## config.mk

```make
export PLATFORM = sky130hd
export DESIGN_NAME = id_operand_stage_flat
export DESIGN_NICKNAME = d
export VERILOG_FILES = /design/src/rtl/rv32i_pkg.sv /design/src/rtl/id_operand_stage_if.sv /design/src/rtl/imm_gen.sv /design/src/rtl/id_operand_stage.sv /design/src/flat_wrapper.sv
export SDC_FILE = /design/constraint.sdc
export NUM_CORES = 1
export LEC_CHECK = 0
export BUFFER_PORTS_ARGS = -buffer_cell sky130_fd_sc_hd__buf_2
export CELL_PAD_IN_SITES_DETAIL_PLACEMENT = 1
export CELL_PAD_IN_SITES_GLOBAL_PLACEMENT = 2
export CORE_MARGIN = 3
export CORE_UTILIZATION = 27
export DETAILED_ROUTE_END_ITERATION = 16
export GPL_ROUTABILITY_DRIVEN = 0
export GPL_TIMING_DRIVEN = 0
export PLACE_DENSITY = 0.74
export SYNTH_ARGS = -nofsm -noshare
export SYNTH_HDL_FRONTEND = slang
export SYNTH_SLANG_ARGS = --single-unit
export TNS_END_PERCENT = 10
```

## constraint.sdc

```tcl
create_clock -name clk -period 4.9 [get_ports clk]
set_input_delay 1.47 -clock clk [delete_from_list [all_inputs] [get_ports clk]]
set_output_delay 1.47 -clock clk [all_outputs]
set_load 0.01 [all_outputs]
```

## src/rtl/rv32i_pkg.sv

```systemverilog
// rtl/rv32i_pkg.sv - RV32I opcode constants, instruction formats and format helpers
package rv32i_pkg;

    localparam int XLEN = 32;

    localparam logic [6:0] OP_LUI    = 7'b0110111;
    localparam logic [6:0] OP_AUIPC  = 7'b0010111;
    localparam logic [6:0] OP_JAL    = 7'b1101111;
    localparam logic [6:0] OP_JALR   = 7'b1100111;
    localparam logic [6:0] OP_BRANCH = 7'b1100011;
    localparam logic [6:0] OP_LOAD   = 7'b0000011;
    localparam logic [6:0] OP_STORE  = 7'b0100011;
    localparam logic [6:0] OP_IMM    = 7'b0010011;
    localparam logic [6:0] OP_REG    = 7'b0110011;

    // FMT_X covers opcodes outside RV32I: no sources, no destination, zero immediate
    typedef enum logic [2:0] {FMT_R, FMT_I, FMT_S, FMT_B, FMT_U, FMT_J, FMT_X} fmt_e;

    function automatic fmt_e fmt_of(input logic [6:0] op);
        case (op)
            OP_REG:                   return FMT_R;
            OP_IMM, OP_LOAD, OP_JALR: return FMT_I;
            OP_STORE:                 return FMT_S;
            OP_BRANCH:                return FMT_B;
            OP_LUI, OP_AUIPC:         return FMT_U;
            OP_JAL:                   return FMT_J;
            default:                  return FMT_X;
        endcase
    endfunction

    function automatic logic uses_rs1(input fmt_e f);
        return f inside {FMT_R, FMT_I, FMT_S, FMT_B};
    endfunction

    function automatic logic uses_rs2(input fmt_e f);
        return f inside {FMT_R, FMT_S, FMT_B};
    endfunction

    function automatic logic has_rd(input fmt_e f);
        return f inside {FMT_R, FMT_I, FMT_U, FMT_J};
    endfunction

endpackage

```

## src/rtl/id_operand_stage_if.sv

```systemverilog
// rtl/id_operand_stage_if.sv - upstream instruction and downstream ID/EX handshake bundle
interface id_operand_stage_if;
    import rv32i_pkg::*;

    logic            in_valid;
    logic            in_ready;
    logic [XLEN-1:0] in_instr;
    logic [XLEN-1:0] in_pc;

    logic            out_valid;
    logic            out_ready;
    logic [XLEN-1:0] out_pc;
    logic [XLEN-1:0] out_instr;
    logic [XLEN-1:0] out_rs1_val;
    logic [XLEN-1:0] out_rs2_val;
    logic [XLEN-1:0] out_imm;
    logic [4:0]      out_rd;

    modport master (
        output in_valid, in_instr, in_pc, out_ready,
        input  in_ready, out_valid, out_pc, out_instr, out_rs1_val, out_rs2_val, out_imm, out_rd
    );

    modport slave (
        input  in_valid, in_instr, in_pc, out_ready,
        output in_ready, out_valid, out_pc, out_instr, out_rs1_val, out_rs2_val, out_imm, out_rd
    );
endinterface

```

## src/rtl/imm_gen.sv

```systemverilog
// rtl/imm_gen.sv - combinational RV32I immediate extraction and sign extension
module imm_gen
    import rv32i_pkg::*;
(
    input  logic [XLEN-1:0] instr,
    output logic [XLEN-1:0] imm
);

    always_comb begin
        imm = '0;
        case (fmt_of(instr[6:0]))
            FMT_I:   imm = {{20{instr[31]}}, instr[31:20]};
            FMT_S:   imm = {{20{instr[31]}}, instr[31:25], instr[11:7]};
            FMT_B:   imm = {{19{instr[31]}}, instr[31], instr[7], instr[30:25], instr[11:8], 1'b0};
            FMT_U:   imm = {instr[31:12], 12'b0};
            FMT_J:   imm = {{11{instr[31]}}, instr[31], instr[19:12], instr[20], instr[30:21], 1'b0};
            default: imm = '0;
        endcase
    end

endmodule

```

## src/rtl/id_operand_stage.sv

```systemverilog
// rtl/id_operand_stage.sv - RV32I decode/operand-fetch stage with WB bypass and load-use interlock
module id_operand_stage #(
    parameter int XLEN             = 32,
    parameter int LOAD_USE_BUBBLES = 1
) (
    input  logic              clk,
    input  logic              rst_n,
    id_operand_stage_if.slave bus,
    output logic [4:0]        rs1_addr,
    output logic [4:0]        rs2_addr,
    input  logic [XLEN-1:0]   rs1_rdata,
    input  logic [XLEN-1:0]   rs2_rdata,
    input  logic              wb_en,
    input  logic [4:0]        wb_rd,
    input  logic [XLEN-1:0]   wb_data,
    input  logic              flush
);
    import rv32i_pkg::*;

    fmt_e            in_fmt;
    fmt_e            held_fmt;
    logic            in_use1, in_use2, held_use1, held_use2;
    logic            load_use_stall, in_ready, accept, xfer;
    logic [XLEN-1:0] in_imm;

    logic            valid_q, valid_d;
    logic [XLEN-1:0] pc_q, pc_d;
    logic [XLEN-1:0] instr_q, instr_d;
    logic [XLEN-1:0] rs1_val_q, rs1_val_d;
    logic [XLEN-1:0] rs2_val_q, rs2_val_d;
    logic [XLEN-1:0] imm_q, imm_d;
    logic [4:0]      rd_q, rd_d;
    logic [4:0]      ld_rd_q, ld_rd_d;
    logic [1:0]      bub_cnt_q, bub_cnt_d;

    // The register file writes on the same edge we capture, so a matching writeback must be forwarded
    function automatic logic [XLEN-1:0] resolve(
        input logic [4:0]      addr,
        input logic [XLEN-1:0] rdata,
        input logic            used,
        input logic            wen,
        input logic [4:0]      wrd,
        input logic [XLEN-1:0] wdata
    );
        if (!used || addr == 5'd0) return '0;
        if (wen && wrd == addr)    return wdata;
        return rdata;
    endfunction

    imm_gen u_imm_gen (
        .instr (bus.in_instr),
        .imm   (in_imm)
    );

    assign rs1_addr  = bus.in_instr[19:15];
    assign rs2_addr  = bus.in_instr[24:20];
    assign in_fmt    = fmt_of(bus.in_instr[6:0]);
    assign held_fmt  = fmt_of(instr_q[6:0]);
    assign in_use1   = uses_rs1(in_fmt);
    assign in_use2   = uses_rs2(in_fmt);
    assign held_use1 = uses_rs1(held_fmt);
    assign held_use2 = uses_rs2(held_fmt);

    assign load_use_stall = (bub_cnt_q != 2'd0) && bus.in_valid &&
                            ((in_use1 && rs1_addr == ld_rd_q) || (in_use2 && rs2_addr == ld_rd_q));
    assign in_ready = !flush && (!valid_q || bus.out_ready) && !load_use_stall;
    assign accept   = bus.in_valid && in_ready;
    assign xfer     = valid_q && bus.out_ready;

    always_comb begin
        valid_d   = valid_q;
        pc_d      = pc_q;
        instr_d   = instr_q;
        rs1_val_d = rs1_val_q;
        rs2_val_d = rs2_val_q;
        imm_d     = imm_q;
        rd_d      = rd_q;
        if (accept) begin
            pc_d      = bus.in_pc;
            instr_d   = bus.in_instr;
            imm_d     = in_imm;
            rd_d      = has_rd(in_fmt) ? bus.in_instr[11:7] : 5'd0;
            rs1_val_d = resolve(rs1_addr, rs1_rdata, in_use1, wb_en, wb_rd, wb_data);
            rs2_val_d = resolve(rs2_addr, rs2_rdata, in_use2, wb_en, wb_rd, wb_data);
        end else if (valid_q && !bus.out_ready && wb_en && wb_rd != 5'd0) begin
            // A stalled instruction must still see writebacks that land while it waits
            if (held_use1 && wb_rd == instr_q[19:15]) rs1_val_d = wb_data;
            if (held_use2 && wb_rd == instr_q[24:20]) rs2_val_d = wb_data;
        end
        if (flush)       valid_d = 1'b0;
        else if (accept) valid_d = 1'b1;
        else if (xfer)   valid_d = 1'b0;
    end

    always_comb begin
        bub_cnt_d = bub_cnt_q;
        ld_rd_d   = ld_rd_q;
        if (flush) begin
            bub_cnt_d = 2'd0;
        end else if (xfer && instr_q[6:0] == OP_LOAD && rd_q != 5'd0) begin
            bub_cnt_d = 2'(LOAD_USE_BUBBLES);
            ld_rd_d   = rd_q;
        end else if (bub_cnt_q != 2'd0) begin
            bub_cnt_d = bub_cnt_q - 2'd1;
        end
    end

    always_ff @(posedge clk or negedge rst_n) begin
        if (!rst_n) begin
            valid_q   <= 1'b0;
            pc_q      <= '0;
            instr_q   <= '0;
            rs1_val_q <= '0;
            rs2_val_q <= '0;
            imm_q     <= '0;
            rd_q      <= '0;
            ld_rd_q   <= '0;
            bub_cnt_q <= '0;
        end else begin
            valid_q   <= valid_d;
            pc_q      <= pc_d;
            instr_q   <= instr_d;
            rs1_val_q <= rs1_val_d;
            rs2_val_q <= rs2_val_d;
            imm_q     <= imm_d;
            rd_q      <= rd_d;
            ld_rd_q   <= ld_rd_d;
            bub_cnt_q <= bub_cnt_d;
        end
    end

    assign bus.in_ready    = in_ready;
    assign bus.out_valid   = valid_q;
    assign bus.out_pc      = pc_q;
    assign bus.out_instr   = instr_q;
    assign bus.out_rs1_val = rs1_val_q;
    assign bus.out_rs2_val = rs2_val_q;
    assign bus.out_imm     = imm_q;
    assign bus.out_rd      = rd_q;

endmodule
```

## src/flat_wrapper.sv

```systemverilog
// flat-port wrapper written by rule: the top's interface ports become plain ports
module id_operand_stage_flat import rv32i_pkg::*;
#(
    parameter int XLEN             = 32,
    parameter int LOAD_USE_BUBBLES = 1
)
  (clk, rst_n, rs1_addr, rs2_addr, rs1_rdata, rs2_rdata, wb_en, wb_rd, wb_data, flush, bus_in_valid, bus_in_instr, bus_in_pc, bus_out_ready, bus_in_ready, bus_out_valid, bus_out_pc, bus_out_instr, bus_out_rs1_val, bus_out_rs2_val, bus_out_imm, bus_out_rd);
  id_operand_stage_if bus_i ();
  input  logic clk;
  input  logic rst_n;
  output logic [4:0] rs1_addr;
  output logic [4:0] rs2_addr;
  input  logic [XLEN-1:0] rs1_rdata;
  input  logic [XLEN-1:0] rs2_rdata;
  input  logic wb_en;
  input  logic [4:0] wb_rd;
  input  logic [XLEN-1:0] wb_data;
  input  logic flush;
  input wire logic [$bits(bus_i.in_valid)-1:0] bus_in_valid;
  input wire logic [$bits(bus_i.in_instr)-1:0] bus_in_instr;
  input wire logic [$bits(bus_i.in_pc)-1:0] bus_in_pc;
  input wire logic [$bits(bus_i.out_ready)-1:0] bus_out_ready;
  output wire logic [$bits(bus_i.in_ready)-1:0] bus_in_ready;
  output wire logic [$bits(bus_i.out_valid)-1:0] bus_out_valid;
  output wire logic [$bits(bus_i.out_pc)-1:0] bus_out_pc;
  output wire logic [$bits(bus_i.out_instr)-1:0] bus_out_instr;
  output wire logic [$bits(bus_i.out_rs1_val)-1:0] bus_out_rs1_val;
  output wire logic [$bits(bus_i.out_rs2_val)-1:0] bus_out_rs2_val;
  output wire logic [$bits(bus_i.out_imm)-1:0] bus_out_imm;
  output wire logic [$bits(bus_i.out_rd)-1:0] bus_out_rd;
  assign bus_i.in_valid = bus_in_valid;
  assign bus_i.in_instr = bus_in_instr;
  assign bus_i.in_pc = bus_in_pc;
  assign bus_i.out_ready = bus_out_ready;
  assign bus_in_ready = bus_i.in_ready;
  assign bus_out_valid = bus_i.out_valid;
  assign bus_out_pc = bus_i.out_pc;
  assign bus_out_instr = bus_i.out_instr;
  assign bus_out_rs1_val = bus_i.out_rs1_val;
  assign bus_out_rs2_val = bus_i.out_rs2_val;
  assign bus_out_imm = bus_i.out_imm;
  assign bus_out_rd = bus_i.out_rd;
  id_operand_stage #(.XLEN(XLEN), .LOAD_USE_BUBBLES(LOAD_USE_BUBBLES)) u_core (.clk(clk), .rst_n(rst_n), .bus(bus_i), .rs1_addr(rs1_addr), .rs2_addr(rs2_addr), .rs1_rdata(rs1_rdata), .rs2_rdata(rs2_rdata), .wb_en(wb_en), .wb_rd(wb_rd), .wb_data(wb_data), .flush(flush));
endmodule
```

==> results of run 1 <==
-- final cells by class --
| class | count | area share, % |
|---|---|---|
| clock inverter | 8 | 1.209 |
| multi-input combinational | 493 | 33.06 |
| inverter | 84 | 2.650 |
| antenna | 3 | 0.06308 |
| tap | 442 | 4.647 |
| clock buffer | 20 | 3.754 |
| timing repair buffer | 341 | 14.64 |
| sequential | 173 | 36.38 |
| buffer | 73 | 3.606 |
-- cell usage in the layout, fill, tap and decap left out, types with 3 or more instances in the layout --
cell type,instances
o21ai_1,20
and3_1,3
dfrtp_1,173
mux2_1,50
a2bb2oi_1,12
o21ai_0,41
xnor2_1,10
nand2_1,23
o221ai_1,13
buf_4,21
buf_2,359
bufinv_16,4
inv_1,84
mux2_2,45
nand3_1,37
nor4_1,9
clkbuf_16,17
a32oi_1,5
o211ai_1,4
o31ai_1,14
xor2_1,21
a211oi_1,34
buf_6,5
clkbuf_1,27
diode_2,3
o221ai_2,20
nor2_1,12
clkinv_2,3
or4_1,3
a21oi_1,42
mux2i_1,32
nor3_1,3
-- timing repair --
item                                    in CTS  in global routing
gates resized for setup                      8                  3
setup buffers                                1                  0
gates cloned                                 0                  0
hold buffers                                 0                  0
pin swaps                                    1                  0
endpoints found under the setup margin       1                  1
-- power by group --
group / switching [mW] / internal (mW)
clock: 0.588 / 0.854
combinational: 0.456 / 0.348
sequential: 0.0993 / 1.59
-- sequential cells by signal (all words and copies together) (netlist names) --
| signal | cells |
|---|---|
| u_core.bus.out_pc | 32 |
| u_core.bus.out_imm | 32 |
| u_core.bus.out_rs1_val | 32 |
| u_core.bus.out_rs2_val | 32 |
| u_core.bub_cnt_q | 2 |
| u_core.bus.out_valid | 1 |
| u_core.bus.out_instr | 32 |
| u_core.ld_rd_q | 5 |
| u_core.bus.out_rd | 5 |
-- per-layer routing --
layer,GRT usage (%),vias to the layer above,share of wire [%]
met5,0,-,0.037
met4,5.070,2,1.9
met3,5.470,39,6.2
met1,24.13,3919,43
li1,-,3668,-
met2,33.22,258,49
-- cell families (layout without fill, tap and decap cells) --
| family | after synthesis | in the layout | synth area share (%) |
|---|---|---|---|
| adders and majority gates | 3 | 3 | 0.3903 |
| AOI/OAI and AO/OA | 223 | 223 | 18.19 |
| and+or+nand+nor | 109 | 109 | 6.497 |
| muxes | 127 | 127 | 15.49 |
| xor gates and xnor gates | 31 | 31 | 3.025 |
| DFF | 173 | 173 | 48.24 |
| buffers and inverters | 158 | 526 | 8.169 |
| other | 0 | 3 | 0 |
-- path summary, 6_finish.rpt --
kind                                        endpoint  slack [ns]  cells after the start
setup / recovery                        bus_in_ready        0.12                     10
hold / removal                 u_core.bus.out_pc[11]        0.48                      1
setup reg to reg            u_core.bus.out_instr[19]        2.19                      9
hold reg to reg                u_core.bus.out_pc[11]        0.48                      1
max in group asynchronous      u_core.bus.out_pc[31]        2.88                      2
min in group asynchronous  u_core.bus.out_rs1_val[3]        1.08                      1
-- stage by stage --
stage / utilization (%) / power (mW) / cell area (µm²)
2_1_floorplan: - / 2.101 / 8975
3_3_place_gp: 34.41 / 2.512 / 11220
3_5_place_dp: 34.53 / 2.535 / 11260
4_1_cts: 36.42 / 4.005 / 11880
5_1_grt: 36.48 / 4.145 / 11900
6_report: 36.48 / 3.939 / 11900
==> reports/qor.yml, run 1 <==
floorplanning:
  die_h_um: 188.3
  die_w_um: 188.3
  io_pins: 348
  rows: 66
  core-area_um2: 32620
  initial_core_util_pct: 27.51
  die_area_um2: 35460
clock_tree:
  cts_buffer_depth: 2
  cts_tree: "built"
  path_clk_slew_ns: 0.06
  cts_root_buf: "clkbuf_16"
  htreeDepth: 4
  cts_buffers: 17
  cts.sinks: 173
  clock_latency_ns: 0.44
timing:
  period_share_pct: 97.45
  maxSlewHeadroom_pct: 23.97
  setup_viol: 0
  min_period_ns: 4.775
  hold_violations: 0
  fmax_mhz: 209.4
  rsz0062_at_grt: "false"
  tns_ns: 0
  finalMaxSlewViolations: 0
  fin_skew_ns: 0.008760
  hold-worst-slack_ns: 0.4833
  layout_setup_ws_ns: 0.1247
  tightest_slew_ns: 1.130
place:
  numPortBuffers: 339
  dp_cells: 1606
  place_ws_ns: -0.9070
  dpl.hpwl_um: 27030
detailed_routing:
  detail-route-antenna-nets: 0
  via_count: 7886
  dr.pass1.iters: 4
  drc: 0
  drt_iter0_markers: 327
  wl_um: 34960
  wl_per_cell_um: 21.35
  avgViaCountPerCell: 4.817
setup_path:
  critPathCaptureType: "output port"
  arrival_ns: 3.31
  crit_start: "bus_in_instr[5]"
  cp_common_cell: "buf_2"
  path_buf_inv: 4
  critical_path.startpoint_type: "input port"
  rr_startpoint: "u_core.ld_rd_q[2]"
  cp_slowest_stage_delay_ns: 0.29
  slowest_stage: "o211a_4"
  crit_fanout: 19
  worstPathRequired_ns: 3.43
  cp_top_family: "compound AO/OA/AOI/OAI gates"
  critical_path.cell_chain: "buf_2 -> and4b_1 -> o211a_4 -> inv_1 -> ha_2 -> o21a_2 -> a211oi_4 -> buf_12 -> a211oi_2 -> buf_2"
  worst-setup-path-type: "in2out"
synthesis:
  synth_area_per_cell_um2: 10.89
  syn_nets: 997
  synth_largest_area_cell: "dfrtp_1"
  synthFlopType: "dfrtp_1"
  synth_edf_count: 0
  synth_common_cells: "dfrtp_1, inv_1, mux2_1"
  yosys.cell_count.top_type: "dfrtp_1"
  synth_area_leaders: "dfrtp_1, mux2_1, mux2_2"
  yosysSeqAreaShare_pct: 48.24
  synthDistinctLibCells: 60
  synth_cells: 824
  ys_ff_latch: 173
  synth_warnings: 0
  async_flop_share_pct: 100.0
  synth_top_area_share_pct: 48.24
  netlist_area_um2: 8975
run_status:
  status: "completed"
final_layout:
  multi_input_area_um2: 3934
  synthToLayoutAreaGrowth_pct: 32.59
  stdcell_count: 1637
  fill_cells: 3763
  seq_area_um2: 4329
  drive_above_1_share_pct: 41.28
  nNetsFinal: 1356
pwr:
  powerDensity_nw_per_um2: 331.0
  leakage_nw: 5.910
  vdd_drop_max_mv: 0.2184
global_route:
  grt_max_degree: 93
  grt_pass1_vias: 8513
  grt_usage_pct: 19.39
  grt_pass1_wl_um: 52670
  antenna_found_initial: 4
  grt_overflow: 0
min_path:
  hp-class: "reg2reg"
  worstHoldStart: "u_core.bus.out_pc[11]"
flow_run:
  cap_viol_max_count: 0
(Power assumes the default switching activity.)
==> run 2, diff against run 1 <==
--- a/config.mk
+++ b/config.mk
@@ -5,15 +5,16 @@
 export SDC_FILE = /design/constraint.sdc
 export NUM_CORES = 1
 export LEC_CHECK = 0
+export ABC_AREA = 1
 export BUFFER_PORTS_ARGS = -buffer_cell sky130_fd_sc_hd__buf_2
 export CELL_PAD_IN_SITES_DETAIL_PLACEMENT = 1
 export CELL_PAD_IN_SITES_GLOBAL_PLACEMENT = 2
 export CORE_MARGIN = 3
-export CORE_UTILIZATION = 27
+export CORE_UTILIZATION = 24
 export DETAILED_ROUTE_END_ITERATION = 16
 export GPL_ROUTABILITY_DRIVEN = 0
 export GPL_TIMING_DRIVEN = 0
-export PLACE_DENSITY = 0.74
+export PLACE_DENSITY = 0.73
 export SYNTH_ARGS = -nofsm -noshare
 export SYNTH_HDL_FRONTEND = slang
 export SYNTH_SLANG_ARGS = --single-unit
==> run 2 against run 1 <==
- utilization is 4.3 points lower
- sequential share of layout area fell by 1.9 points
- register-to-register slack improved by 0.18 ns
- hold slack worse by 0.0058 ns
- count of clock-buffer cells in the layout down 2
- final cell count rose by 32%
- fmax up 1.2%
- critical path depth is 6 higher
==> reports/qor.yml, run 2 <==
floorplanning:
  rows: 72
  initial_core_util_pct: 24.47
  die_h_um: 205.4
  die_w_um: 205.4
  core-area_um2: 39010
  io_pins: 348
  die_area_um2: 42200
timing:
  maxSlewHeadroom_pct: 34.07
  hold-worst-slack_ns: 0.4775
  fmax_mhz: 212.0
  tightest_slew_ns: 0.9806
  hold_violations: 0
  setup_viol: 0
  fin_skew_ns: 0.01985
  period_share_pct: 96.28
  min_period_ns: 4.718
  finalMaxSlewViolations: 0
pwr:
  internal_power_mw: 2.562
  vdd_drop_max_mv: 0.2535
  pwr-share-seq_pct: 42.6
  leakage_nw: 6.599
  powerDensity_nw_per_um2: 301.7
  power_frac_clock_pct: 37.8
  p_switching_mw: 1.228
  comb_power_share_pct: 19.6
  switching_share_pct: 32.41
setup_path:
  worstPathRequired_ns: 3.43
  reg2reg_slack_ns: 2.37
  critical_path.startpoint_type: "input port"
  worst-setup-path-type: "in2out"
  crit_fanout: 8
  arrival_ns: 3.25
  critPathCaptureType: "output port"
final_layout:
  fill_cells: 4872
  drive_above_1_share_pct: 27.79
  stdcell_area_um2: 12560
  synthToLayoutAreaGrowth_pct: 31.63
  layout.cells.most_common: "nand2_1"
  nNetsFinal: 1808
  layout_common_cells: "nand2_1, buf_2, nand3_1"
  stdcell_count: 2169
flow_run:
  cap_viol_max_count: 0
detailed_routing:
  drc: 0
  wl_um: 43230
  avgViaCountPerCell: 4.828
  wl_per_cell_um: 19.93
  via_count: 10470
  drt_iter0_markers: 583
  dr.pass1.iters: 4
  detail-route-antenna-nets: 0
synthesis:
  synth_top_area_share_pct: 45.35
  synth_largest_area_cell: "dfrtp_1"
  synth_common_cells: "nand2_1, nand3_1, dfrtp_1"
  synth_area_per_cell_um2: 7.510
  synth_cells: 1271
  synthDistinctLibCells: 36
  syn_nets: 1444
  async_flop_share_pct: 100.0
  yosysSeqAreaShare_pct: 45.35
  synth_warnings: 0
  ys_ff_latch: 173
  synthFlopType: "dfrtp_1"
  synth_area_leaders: "dfrtp_1, nand2_1, nand3_1"
  netlist_area_um2: 9545
  synth_edf_count: 0
  yosys.cell_count.top_type: "nand2_1"
min_path:
  hp-class: "reg2reg"
global_route:
  grt_usage_pct: 20.12
  use_met2_pct: 32.94
  antenna_found_initial: 5
  grt.met1_usage_pct: 25.91
  grt_pass1_wl_um: 64850
  grt_pass1_vias: 10870
  grt_overflow: 0
  busiest_layer: "met2"
  grt_max_degree: 108
  grtUsageMet3_pct: 5.521
place:
  post_dp_cell_area_um2: 11940
  dp_cells: 2132
  numPortBuffers: 342
  dpl.hpwl_um: 32860
clock_tree:
  cts_root_buf: "clkbuf_16"
  htreeDepth: 4
  path_clk_slew_ns: 0.07
  cts_buffers: 17
  cts_tree: "built"
  cts_buffer_depth: 2
  clock_latency_ns: 0.46
  cts.sinks: 173
run_status:
  status: "completed"
[run 2: power groups by stage]
| stage | Sequential, mW | Clock [mW] | Combinational (mW) |
|---|---|---|---|
| final | 1.61 | 1.43 | 0.742 |
| after global routing | 1.63 | 1.54 | 0.824 |
| after CTS | 1.62 | 1.48 | 0.754 |
| after detailed placement | 1.64 | 0 | 0.754 |
| after global placement | 1.64 | 0 | 0.737 |
| after floorplan | 1.68 | 0 | 0.307 |
[run 2: repair_timing]
item	in CTS	in global routing
endpoints found under the hold margin	0	0
buffers inserted	0	2
hold buffers	0	0
endpoints found under the setup margin	0	1
resized for setup	0	1
[run 2: area by class of cell]
cell class | count | area, µm² | area share (%)
diodes | 3 | 7.507 | 0.05975
flip-flops and latches | 173 | 4329 | 34.46
plain buffers | 104 | 556.8 | 4.431
well taps | 518 | 648.1 | 5.158
clock inverters | 14 | 167.7 | 1.334
repair buffers | 345 | 1764 | 14.04
clock buffers | 18 | 429.2 | 3.416
multi-input cells | 942 | 4467 | 35.55
inverters | 52 | 195.2 | 1.553
[run 2: through the flow]
step	setup TNS [ns]	power, mW	worst slack [ns]	util [%]
floorplan	0	1.987	0.6948	-
global placement	-154.82	2.375	-0.9157	30.52
detailed placement	0	2.393	0.1942	30.62
CTS	0	3.848	0.1966	32.15
global route	-0.002908	3.991	-0.002908	32.21
finish	0	3.791	0.1825	32.21
[run 2: logic make-up after synthesis]
| kind of cell | count (synthesis) | synth area share [%] |
|---|---|---|
| adders and majority gates | 2 | 0.2621 |
| buffers and inverters | 156 | 7.878 |
| AOI/OAI and AO/OA | 150 | 8.192 |
| muxes | 3 | 0.3539 |
| and+or+nand+nor | 771 | 36.49 |
| xor gates and xnor gates | 16 | 1.468 |
| DFF | 173 | 45.35 |
[run 2: metal layers]
metal	wire (µm)	up-vias
met4	918	4
met5	27	-
li1	-	5000
met1	18970	5116
met2	20350	302
met3	2965	49
[run 2: final timing paths]
check | startpoint | to | cells after the start
min reg2reg | u_core.bus.out_pc[31] | u_core.bus.out_pc[31] | 2
max reg2reg | u_core.bus.out_instr[3] | u_core.bus.out_rs2_val[28] | 8
max | bus_in_instr[0] | bus_in_ready | 16
min | u_core.bus.out_pc[31] | u_core.bus.out_pc[31] | 2
min in group asynchronous | rst_n | u_core.bus.out_pc[0] | 1
max in group asynchronous | rst_n | u_core.bus.out_imm[28] | 2
[run 2: critical path: stages]
cell	delay (ns)
buf_2	0.09
nand2_1	0.10
inv_2	0.09
nand2_2	0.09
nor3_4	0.26
inv_2	0.08
ha_1	0.22
inv_1	0.06
nor2_1	0.05
nand2_2	0.12
nand2_2	0.09
nor2_2	0.16
nand2_4	0.12
nand2_1	0.07
inv_1	0.04
buf_2	0.13
